==> config.mk <==
export PLATFORM = sky130hd
export DESIGN_NAME = mem_port_arbiter
export DESIGN_NICKNAME = d
export VERILOG_FILES = /design/src/rtl/mem_port_arbiter_pkg.sv /design/src/rtl/mem_port_arbiter_pick.sv /design/src/rtl/mem_port_arbiter.sv
export SDC_FILE = /design/constraint.sdc
export NUM_CORES = 1
export LEC_CHECK = 0
export BUFFER_PORTS_ARGS = -buffer_cell sky130_fd_sc_hd__buf_4
export CAP_MARGIN = 0
export CORE_AREA = 4 4 192 119
export CTS_BUF_LIST = sky130_fd_sc_hd__clkbuf_4 sky130_fd_sc_hd__clkbuf_8
export CTS_CLUSTER_DIAMETER = 80
export CTS_CLUSTER_SIZE = 12
export DETAILED_ROUTE_END_ITERATION = 6
export DIE_AREA = 0 0 196 123
export PLACE_DENSITY = 0.52
export SYNTH_ARGS = -nofsm -noshare
export SYNTH_HDL_FRONTEND = slang
export SYNTH_SLANG_ARGS = --single-unit
==> constraint.sdc <==
create_clock -name clk_i -period 4.25 [get_ports clk_i]
set_input_delay 0.6375 -clock clk_i [delete_from_list [all_inputs] [get_ports clk_i]]
set_output_delay 0.6375 -clock clk_i [all_outputs]
set_load 0.1 [all_outputs]
==> src/rtl/mem_port_arbiter_pkg.sv <==
// Shared types for the two-master memory port arbiter: FSM states and master ids.
package arb_def;

    typedef enum logic [1:0] {
        IDLE,
        WAIT_GNT,
        WAIT_RVALID
    } arb_state_t;

    typedef logic master_id_t;

    localparam master_id_t MASTER_INSTR = 1'b0;
    localparam master_id_t MASTER_DATA  = 1'b1;

endpackage

==> src/rtl/mem_port_arbiter_pick.sv <==
// Combinational winner selection for the two masters.
// MEM_ARB_ROUND_ROBIN_EN: ties go to the master that did not win last; otherwise data wins.
module arb_pick
    import arb_def::*;
(
    input  logic       m0_req,
    input  logic       m1_req,
    input  master_id_t last_winner,
    output logic       valid,
    output master_id_t winner
);

    always_comb begin
        valid  = m0_req | m1_req;
        winner = MASTER_INSTR;
        if (m0_req && m1_req) begin
`ifdef MEM_ARB_ROUND_ROBIN_EN
            winner = ~last_winner;
`else
            winner = MASTER_DATA;
`endif
        end else if (m1_req) begin
            winner = MASTER_DATA;
        end
    end

endmodule

==> src/rtl/mem_port_arbiter.sv <==
// Two-master arbiter in front of the data cache port; one transaction outstanding,
// downstream request registered and held until grant. Tie policy set by MEM_ARB_ROUND_ROBIN_EN.
module mem_port_arbiter
    import arb_def::*;
#(
    parameter int ADDR_WIDTH = 16,
    parameter int DATA_WIDTH = 32
) (
    input  logic                    clk_i,
    input  logic                    rst_ni,

    input  logic                    m0_req_i,
    output logic                    m0_gnt_o,
    output logic                    m0_rvalid_o,
    input  logic [ADDR_WIDTH-1:0]   m0_addr_i,
    input  logic                    m0_we_i,
    input  logic [DATA_WIDTH/8-1:0] m0_be_i,
    input  logic [DATA_WIDTH-1:0]   m0_wdata_i,
    output logic [DATA_WIDTH-1:0]   m0_rdata_o,

    input  logic                    m1_req_i,
    output logic                    m1_gnt_o,
    output logic                    m1_rvalid_o,
    input  logic [ADDR_WIDTH-1:0]   m1_addr_i,
    input  logic                    m1_we_i,
    input  logic [DATA_WIDTH/8-1:0] m1_be_i,
    input  logic [DATA_WIDTH-1:0]   m1_wdata_i,
    output logic [DATA_WIDTH-1:0]   m1_rdata_o,

    output logic                    out_req_o,
    output logic [ADDR_WIDTH-1:0]   out_addr_o,
    output logic                    out_we_o,
    output logic [DATA_WIDTH/8-1:0] out_be_o,
    output logic [DATA_WIDTH-1:0]   out_wdata_o,
    input  logic                    out_gnt_i,
    input  logic                    out_rvalid_i,
    input  logic [DATA_WIDTH-1:0]   out_rdata_i
);

    arb_state_t state;
    master_id_t owner;
    master_id_t last_winner;
    logic       pick_valid;
    master_id_t pick_winner;

    logic [1:0]                 gnt_q;
    logic [1:0]                 rvalid_q;
    logic [1:0][DATA_WIDTH-1:0] rdata_q;

    arb_pick u_pick (
        .m0_req      (m0_req_i),
        .m1_req      (m1_req_i),
        .last_winner (last_winner),
        .valid       (pick_valid),
        .winner      (pick_winner)
    );

    always_ff @(posedge clk_i or negedge rst_ni) begin
        if (!rst_ni) begin
            state       <= IDLE;
            owner       <= MASTER_INSTR;
            last_winner <= MASTER_DATA;
            out_req_o   <= 1'b0;
            out_addr_o  <= '0;
            out_we_o    <= 1'b0;
            out_be_o    <= '0;
            out_wdata_o <= '0;
            gnt_q       <= '0;
            rvalid_q    <= '0;
            rdata_q     <= '0;
        end else begin
            // Master-side outputs are single-cycle pulses; rdata is zero outside rvalid.
            gnt_q    <= '0;
            rvalid_q <= '0;
            rdata_q  <= '0;
            case (state)
                IDLE: begin
                    if (pick_valid) begin
                        owner       <= pick_winner;
                        out_req_o   <= 1'b1;
                        out_addr_o  <= pick_winner ? m1_addr_i  : m0_addr_i;
                        out_we_o    <= pick_winner ? m1_we_i    : m0_we_i;
                        out_be_o    <= pick_winner ? m1_be_i    : m0_be_i;
                        out_wdata_o <= pick_winner ? m1_wdata_i : m0_wdata_i;
                        state       <= WAIT_GNT;
                    end
                end
                WAIT_GNT: begin
                    if (out_gnt_i) begin
                        out_req_o    <= 1'b0;
                        out_addr_o   <= '0;
                        out_we_o     <= 1'b0;
                        out_be_o     <= '0;
                        out_wdata_o  <= '0;
                        gnt_q[owner] <= 1'b1;
                        last_winner  <= owner;
                        if (out_rvalid_i) begin
                            rvalid_q[owner] <= 1'b1;
                            rdata_q[owner]  <= out_rdata_i;
                            state           <= IDLE;
                        end else begin
                            state <= WAIT_RVALID;
                        end
                    end
                end
                WAIT_RVALID: begin
                    if (out_rvalid_i) begin
                        rvalid_q[owner] <= 1'b1;
                        rdata_q[owner]  <= out_rdata_i;
                        state           <= IDLE;
                    end
                end
                default: state <= IDLE;
            endcase
        end
    end

    assign m0_gnt_o    = gnt_q[0];
    assign m1_gnt_o    = gnt_q[1];
    assign m0_rvalid_o = rvalid_q[0];
    assign m1_rvalid_o = rvalid_q[1];
    assign m0_rdata_o  = rdata_q[0];
    assign m1_rdata_o  = rdata_q[1];

endmodule

==> impl_metrics.ini, run 1 <==
[power]
p_sw_w = 0.00290
power_density_nw_per_um2 = 720
seq_power_share_pct = 28.4
irDropWorstVdd_v = 0.000376
combPwrFrac_pct = 54.0
p_sw_share_pct = 51.6
internal-power_w = 0.00272
pwr-share-clk_pct = 17.5
p_leak_nw = 4.04
power_w = 0.00562

[yosys]
synthTopCellsByCount = dfrtp_1, and2_1, mux2i_1
syn_area_um2 = 5220
synth_ff_type = dfrtp_1
synth.most_common_cell = dfrtp_1
yosysUniqueCellTypes = 25
ys_seq_elements = 125
synth_fp_nets = 492
async_flop_share_pct = 100
ys_seq_area_share_pct = 59.9
yosys_warnings = 0
netlist.area_leader.share_pct = 59.9
syn_inst = 345
synth.largest_area_cell = dfrtp_1
synth-edff-count = 0
yosys-top-cells-area = dfrtp_1, o2bb2ai_2, mux2i_1
syn_area_per_cell_um2 = 15.1

[grt]
grt_max_degree = 76
gr-total-overflow = 0
grt_pass1_wl_mm = 22.4
grtUsageMet2_pct = 17.9
first_global_vias = 4064
use_met1_pct = 15.5
grt_busiest_layer = met2
grtUsageTotal_pct = 12.0
gr-usage-met3_pct = 5.45
antenna_found_initial = 0

[worst_setup_path]
cp_max_fo = 30
criticalPathCategory = reg2reg
start_kind = flip-flop
r2r_start = state[0]
reg2reg_depth = 6
crit_arrival_ns = 2.83
worstReg2RegEnd = out_req_o
end_kind = flip-flop
required_ns = 4.57
reg2reg_slack_ns = 1.74

[sta]
hold-worst-slack_ns = 0.365
max_freq_ghz = 0.398
slew_headroom_pct = 20.6
post-route-period-util_pct = 59.1
hold_violations = 0
fin_tns_setup_ns = 0
slew_violations = 0
setup_viol = 0
tightest_slew_ns = 1.19
grt_setup_unrepaired = no
finalCriticalPeriod_ns = 2.51
finalClockSkew_ns = 0.00860

[routing]
via_count = 3675
vias_per_cell = 4.07
wire_per_inst_um = 15.8
postRouteAntennaNets = 0
wirelength_mm = 14.3
drt-initial-drc-count = 77
dr.pass1.iters = 4
route.detailed.drc = 0

[floorplanning]
io_pins = 266
start_util_pct = 24.9
core_area_um2 = 20900
placementRows = 41
die_h_um = 123
die_w_um = 196
die_area_um2 = 24100

[worst_hold_path]
hold_path_class = in2async

[placement]
place_hpwl_mm = 10.7
gp_routability_congestion = 0.804
port_buffers = 265
placed_area_um2 = 7430

[cts]
h-tree-depth = 4
post_cts_resized = 0
clkTransAtPathRegs_ns = 0.07
cts.sinks = 125
postCtsSetupRepairBufs = 0
cts.hold.buffers_added = 0
root_buffer = clkbuf_8
cts_tree = yes
cts_buffer_depth = 2
numCtsBuffers = 17
insertion_delay_ns = 0.43

[run]
cap_violations = 0

[final_layout]
layout-drive-gt1-share_pct = 57.0
area_growth_pct = 49.6
diodes = 0
fin_util_pct = 37.3
final_area_um2 = 7810
finalNetCount = 759

[run_status]
status = complete, no violations
==> layout make-up <==
type | count | area [um2]
Clock buffer | 24 | 318
Clock inverter | 6 | 60.1
Fill cell | 2035 | 13100
Inverter | 3 | 11.3
Multi-Input combinational cell | 194 | 1900
Sequential cell | 125 | 3130
Tap cell | 279 | 349
Timing Repair Buffer | 271 | 2050
==> sequential cells by signal (all words and copies together) (netlist names), 2 cells and up <==
signal       flops
out_addr_o      16
gnt_q            2
m1_rdata_o      32
out_be_o         4
m0_rdata_o      32
out_wdata_o     32
rvalid_q         2
state            2
==> cell usage in the layout (no fill, tap or decap) <==
| cell type | n |
|---|---|
| nor2_1 | 2 |
| and2_1 | 64 |
| clkinvlp_4 | 2 |
| nor3_1 | 1 |
| nor3_2 | 1 |
| dfrtp_1 | 125 |
| buf_12 | 1 |
| and3_1 | 1 |
| nor3b_4 | 1 |
| a21oi_1 | 1 |
| clkinv_2 | 3 |
| mux2_1 | 1 |
| nor2b_1 | 2 |
| clkbuf_4 | 2 |
| clkbuf_8 | 22 |
| o31ai_1 | 1 |
| or3_2 | 1 |
| ha_1 | 3 |
| o211ai_1 | 1 |
| a21bo_1 | 1 |
| inv_1 | 3 |
| mux2i_1 | 53 |
| nor3b_2 | 1 |
| a22o_1 | 1 |
| o2bb2ai_1 | 3 |
| nand2_1 | 4 |
| o2bb2ai_2 | 50 |
| buf_4 | 270 |
| or4_1 | 1 |
| bufinv_16 | 1 |
==> critical path, stage by stage, from the launching register on <==
cell     delay, ns
dfrtp_1       0.37
inv_1         0.07
ha_1          0.26
nor3b_2       0.20
or3_2         0.82
buf_4         0.41
a21bo_1       0.25
==> logic make-up after synthesis <==
kind of cell	after synthesis	share of synthesized area (%)
multiplexers	54	10.4
AO/OA/AOI/OAI	58	15.6
AND/OR/NAND/NOR	79	9.39
adder cells (fa/ha/maj)	3	0.719
buffers and inverters	26	3.98
flip-flops	125	59.9
==> per-layer routing <==
metal	vias to the layer above	part of all wire (%)
li1	1758	-
met1	1763	44
met2	140	46
met3	14	9.0
met4	0	1.6
met5	-	0
==> worst max-delay path by stage <==
stage                     cells after the start              end     start  slack [ns]
after floorplan                               7    out_addr_o[0]  state[0]        2.54
after global routing                          6  out_wdata_o[13]  state[1]        1.57
after global placement                        6        out_req_o  state[0]        1.79
after detailed placement                      6        out_req_o  state[1]        1.72
after CTS                                     6        out_req_o  state[1]        1.69
final                                         6        out_req_o  state[0]        1.74
==> stage by stage <==
step / std cells / worst slack, ns
floorplan: 345 / 2.54
global placement: 872 / 1.79
detailed placement: 872 / 1.72
CTS: 902 / 1.69
global route: 902 / 1.57
finish: 902 / 1.74
==> power by group through the flow <==
stage | clock network [W] | registers (W) | logic [W]
global route | 0.00109 | 0.00163 | 0.00316
finish | 0.000985 | 0.00160 | 0.00304
detailed placement | 0 | 0.00161 | 0.00308
CTS | 0.00104 | 0.00160 | 0.00308
floorplan | 0 | 0.00319 | 0.000910
global placement | 0 | 0.00163 | 0.00303
(Power assumes the default switching activity.)
==> run 2: changes to the inputs <==
- clock period: 4.25 -> 2.56 ns (I/O delays scaled with it)
==> run 2 against run 1 <==
Hold slack got worse by 0.20 ns; global-route usage increased by 0.16 points; largest power group unchanged; utilization increased by 0.68 points; sequential share of layout area decreased by 0.71 points; combinational power increased by 69%; first-iteration DRC count decreased by 9.1%; highest routed layer unchanged; largest cell class unchanged; fmax increased by 27%; critical path type unchanged.
==> impl_metrics.ini, run 2 (synthesis gave the netlist of run 1 again) <==
[grt]
grt_max_degree = 55
first_global_vias = 4161
antenna_found_initial = 0
grt_pass1_wl_mm = 22.8
grtUsageTotal_pct = 12.2
gr-total-overflow = 0

[cts]
cts_buffer_depth = 2
insertion_delay_ns = 0.43
numCtsBuffers = 17
postCtsSetupRepairBufs = 0
h-tree-depth = 4
cts_tree = yes
root_buffer = clkbuf_8
cts.sinks = 125
post_cts_resized = 0
clkTransAtPathRegs_ns = 0.08

[sta]
setup_viol = 0
slew_headroom_pct = 35.3
finalClockSkew_ns = 0.0168
hold_violations = 0
fin_tns_setup_ns = 0
slew_violations = 0
tightest_slew_ns = 0.966
finalCriticalPeriod_ns = 1.98
grt_setup_unrepaired = no
post-route-period-util_pct = 77.3
max_freq_ghz = 0.505

[run_status]
status = complete, no violations

[placement]
place_hpwl_mm = 11.1
gp_routability_congestion = 0.808
placed_area_um2 = 7500
dp_cells = 874
port_buffers = 265

[routing]
dr.pass1.iters = 4
via_count = 3738
wirelength_mm = 14.6
drt-initial-drc-count = 70
route.detailed.drc = 0
postRouteAntennaNets = 0
vias_per_cell = 4.12
wire_per_inst_um = 16.1

[final_layout]
area_growth_pct = 52.3
layout_common_cells = buf_4, dfrtp_1, and2_1
layout-drive-gt1-share_pct = 57.2
layout.cells.non_filler = 907
fin_util_pct = 38.0
seq_area_um2 = 3130
final_area_um2 = 7950
n_fill_cell = 2053
multiInputGateArea_um2 = 1900
diodes = 0
finalNetCount = 762
layout_commonest_cell = buf_4

[power]
power_density_nw_per_um2 = 1220
power_w = 0.00972
seq_power_share_pct = 27.3
p_sw_w = 0.00493
internal-power_w = 0.00479
combPwrFrac_pct = 52.8
p_leak_nw = 4.10
irDropWorstVdd_v = 0.000646
pwr-share-clk_pct = 19.8
p_sw_share_pct = 50.7

[worst_setup_path]
reg2reg_depth = 6
reg2reg_slack_ns = 0.58
start_kind = flip-flop
criticalPathCategory = reg2reg
end_kind = flip-flop
critical_path.endpoint = out_req_o
cp_max_fo = 54
required_ns = 2.88
crit_arrival_ns = 2.30
r2r_start = state[0]
crit_path_start = state[0]
worstReg2RegEnd = out_req_o

[floorplanning]
io_pins = 266
die_area_um2 = 24100
die_w_um = 196
placementRows = 41
start_util_pct = 24.9
core_area_um2 = 20900
die_h_um = 123

[run]
cap_violations = 0

[worst_hold_path]
hold_path_class = in2reg
run 2: per-layer routing:
layer / GRT usage, % / routed length (um) / part of all wire (%) / vias to the layer above
met5: 0 / 0 / 0 / -
met4: 4.27 / 253 / 1.7 / 0
met3: 5.36 / 1290 / 8.8 / 16
met2: 18.6 / 6750 / 46 / 146
met1: 15.5 / 6340 / 43 / 1815
li1: - / - / - / 1761
run 2: layout make-up:
cell class                 instances  area share, %
clock buffer                      19           3.21
tap                              279           4.39
sequential                       125           39.3
inverter                           3          0.142
timing repair buffer             274           26.7
multi-input combinational        194           23.9
clock inverter                    13           2.38
run 2: worst min path at each step:
stage / start / end / slack (ns) / depth (start not counted)
global placement: rst_ni / out_addr_o[9] / 0.40 / 1
floorplan: rst_ni / gnt_q[0] / 0.09 / 0
CTS: out_rdata_i[25] / m1_rdata_o[25] / 0.12 / 2
global route: out_rdata_i[25] / m1_rdata_o[25] / 0.11 / 2
detailed placement: rst_ni / out_addr_o[9] / 0.41 / 1
finish: out_rdata_i[21] / m1_rdata_o[21] / 0.17 / 2
run 2: worst max-delay path, stage by stage (launching register included):
cell	delay, ns
dfrtp_1	0.37
inv_1	0.07
ha_1	0.26
nor3b_2	0.20
or3_2	0.51
buf_12	0.24
a21bo_1	0.22
run 2: what timing repair did:
action | 4_1_cts | 5_1_grt
hold endpoints to repair | 37 | 0
endpoints found under the setup margin | 0 | 0
hold buffers | 1 | 0
run 2: per-stage QoR:
step	worst slack, ns	hold slack, ns
2_1_floorplan	0.845	0.0884
3_3_place_gp	0.616	0.400
3_5_place_dp	0.568	0.407
4_1_cts	0.568	0.120
5_1_grt	0.461	0.114
6_report	0.580	0.168
run 2: power by group through the flow:
stage                     Combinational (W)  Sequential (W)  Clock [W]
after floorplan                     0.00151         0.00530          0
after global placement              0.00511         0.00270          0
after detailed placement            0.00520         0.00269          0
after CTS                           0.00519         0.00266    0.00201
after global routing                0.00534         0.00271    0.00211
final                               0.00513         0.00266    0.00193
==> run 3: changes to the inputs <==
- ABC_AREA: default -> 1
- CORE_AREA: 4 4 192 119 -> 4 4 192 120
- DIE_AREA: 0 0 196 123 -> 0 0 196 124
- clock period: 2.56 -> 2.07 ns (I/O delays scaled with it)
==> run 3 against run 2 <==
Global-route usage increased by 1.4 points; clock power grew 11%; combinational power grew 52%; die area is 0.81% higher; utilization fell by 1.3 points; synthesized cell count increased by 77%; register-to-register slack worse by 0.27 ns; sequential power up 29%; final cell count increased by 29%; via count is 25% higher; largest power group unchanged.
==> impl_metrics.ini, run 3 <==
[floorplanning]
die_w_um = 196
die_h_um = 124
placementRows = 42
io_pins = 266
start_util_pct = 24.5
core_area_um2 = 21400
die_area_um2 = 24300

[yosys]
netlist.area_leader.share_pct = 59.6
syn_area_per_cell_um2 = 8.58
ys_seq_area_share_pct = 59.6
yosysUniqueCellTypes = 20
syn_area_um2 = 5250
synth_ff_type = dfrtp_1
ys_seq_elements = 125
synth.largest_area_cell = dfrtp_1
async_flop_share_pct = 100
synth.most_common_cell = nand2_1
synth_fp_nets = 758
yosys_warnings = 0
yosys-top-cells-area = dfrtp_1, nand2_1, nand3_1
syn_inst = 611
synthTopCellsByCount = nand2_1, dfrtp_1, nor2_1
synth-edff-count = 0

[routing]
vias_per_cell = 3.99
route.detailed.drc = 0
wire_per_inst_um = 14.0
dr.pass1.iters = 4
wirelength_mm = 16.4
postRouteAntennaNets = 0
drt-initial-drc-count = 130
via_count = 4673

[sta]
hold_violations = 0
finalClockSkew_ns = 0.0172
fin_tns_setup_ns = 0
post-route-period-util_pct = 85.1
tightest_slew_ns = 0.593
max_freq_ghz = 0.567
slew_violations = 0
finalCriticalPeriod_ns = 1.76
slew_headroom_pct = 60.4
grt_setup_unrepaired = no
setup_viol = 0
hold-worst-slack_ns = 0.105

[cts]
numCtsBuffers = 17
cts.sinks = 125
insertion_delay_ns = 0.44
cts_tree = yes
root_buffer = clkbuf_8
clkTransAtPathRegs_ns = 0.09
cts_buffer_depth = 2
h-tree-depth = 4
post_cts_resized = 0
postCtsSetupRepairBufs = 0
cts.hold.buffers_added = 1

[power]
internal-power_w = 0.00569
pwr-share-clk_pct = 16.1
irDropWorstVdd_v = 0.00104
seq_power_share_pct = 25.6
combPwrFrac_pct = 58.3
p_leak_nw = 4.67
p_sw_share_pct = 57.4
power_density_nw_per_um2 = 1700
p_sw_w = 0.00767

[final_layout]
layout-drive-gt1-share_pct = 35.6
area_growth_pct = 50.1
layout_commonest_cell = nand2_1
diodes = 0
fin_util_pct = 36.7
n_fill_cell = 2258
layout_common_cells = nand2_1, buf_4, dfrtp_1
finalNetCount = 1019

[run]
cap_violations = 0

[grt]
first_global_vias = 4863
gr-total-overflow = 0
grtUsageTotal_pct = 13.6
grt_max_degree = 81
antenna_found_initial = 0
grt_pass1_wl_mm = 26.0

[worst_setup_path]
reg2reg_slack_ns = 0.31
crit_path_start = state[1]
end_kind = flip-flop
criticalPathCategory = reg2reg
r2r_start = state[1]
cp_max_fo = 33
crit_arrival_ns = 2.10
start_kind = flip-flop
required_ns = 2.40

[run_status]
status = complete, no violations

[worst_hold_path]
hold_path_class = in2reg
hold_start = out_rdata_i[9]

[placement]
gp_routability_congestion = 0.774
place_hpwl_mm = 12.2
port_buffers = 265
[run 3: changes by cell type after synthesis, moves of 6 or more]
cell,change
buf_4,+6
nand3_1,+55
buf_6,+8
nand2_1,+272
and2_1,-64
inv_1,+37
mux2i_1,-53
nor2_1,+65
o2bb2ai_2,-50
[run 3: final timing paths]
kind | to | cells after the start
worst max register to register | m0_rdata_o[13] | 6
worst min-delay path | m1_rdata_o[9] | 3
worst min register to register | out_addr_o[0] | 2
min in group asynchronous | m0_rdata_o[25] | 3
worst max-delay path | m0_rdata_o[13] | 6
max in group asynchronous | out_wdata_o[0] | 3
[run 3: metal layers]
| layer | up-vias | GRT usage [%] | wire, um | share of wire [%] |
|---|---|---|---|---|
| li1 | 2367 | - | - | - |
| met1 | 2132 | 18.2 | 7710 | 47 |
| met2 | 164 | 20.0 | 6970 | 42 |
| met3 | 10 | 6.43 | 1610 | 9.8 |
| met4 | 0 | 3.49 | 121 | 0.74 |
| met5 | - | 0 | 0 | 0 |
[run 3: worst max-delay path: stages (launching register included)]
cell and delay, ns:
dfrtp_1 0.40, inv_1 0.08, ha_1 0.20, nand2_1 0.12, nand2_2 0.13, nand4_4 0.46
nor2_1 0.27
[run 3: layout make-up]
class                           count  area (um2)  share of cell area [%]
Clock inverter                     14         158                    2.00
Multi-Input combinational cell    411        1720                    21.9
Sequential cell                   125        3130                    39.7
Tap cell                          286         358                    4.55
Clock buffer                       17         234                    2.97
Timing Repair Buffer              274        2110                    26.8
Inverter                           43         164                    2.08
[run 3: power groups by stage]
stage                     Sequential [W]  Clock [W]  Combinational, W
after floorplan                  0.00792          0           0.00154
after global placement           0.00345          0           0.00791
after detailed placement         0.00346          0           0.00790
after CTS                        0.00343    0.00227           0.00789
after global routing             0.00351    0.00241           0.00818
final                            0.00342    0.00215           0.00778
[run 3: cell families (layout without fill, tap and decap cells)]
logic type                 count (synthesis)  count (layout)  share of synthesized area (%)
and+or+nand+nor                          407             407                           32.0
adders and majority gates                  3               3                          0.716
DFF                                      125             125                           59.6
AOI/OAI and AO/OA                          1               1                         0.0953
buffers and inverters                     75             348                           7.54
[run 3: per-stage QoR]
| stage | cells | power, W | worst slack (ns) | cell area [um2] |
|---|---|---|---|---|
| finish | 1170 | 0.0134 | 0.308 | 7870 |
| global route | 1170 | 0.0141 | 0.140 | 7870 |
| CTS | 1170 | 0.0136 | 0.263 | 7870 |
| detailed placement | 1138 | 0.0114 | 0.284 | 7470 |
| global placement | 1138 | 0.0114 | 0.374 | 7470 |
| floorplan | 611 | 0.00946 | 0.717 | 5250 |
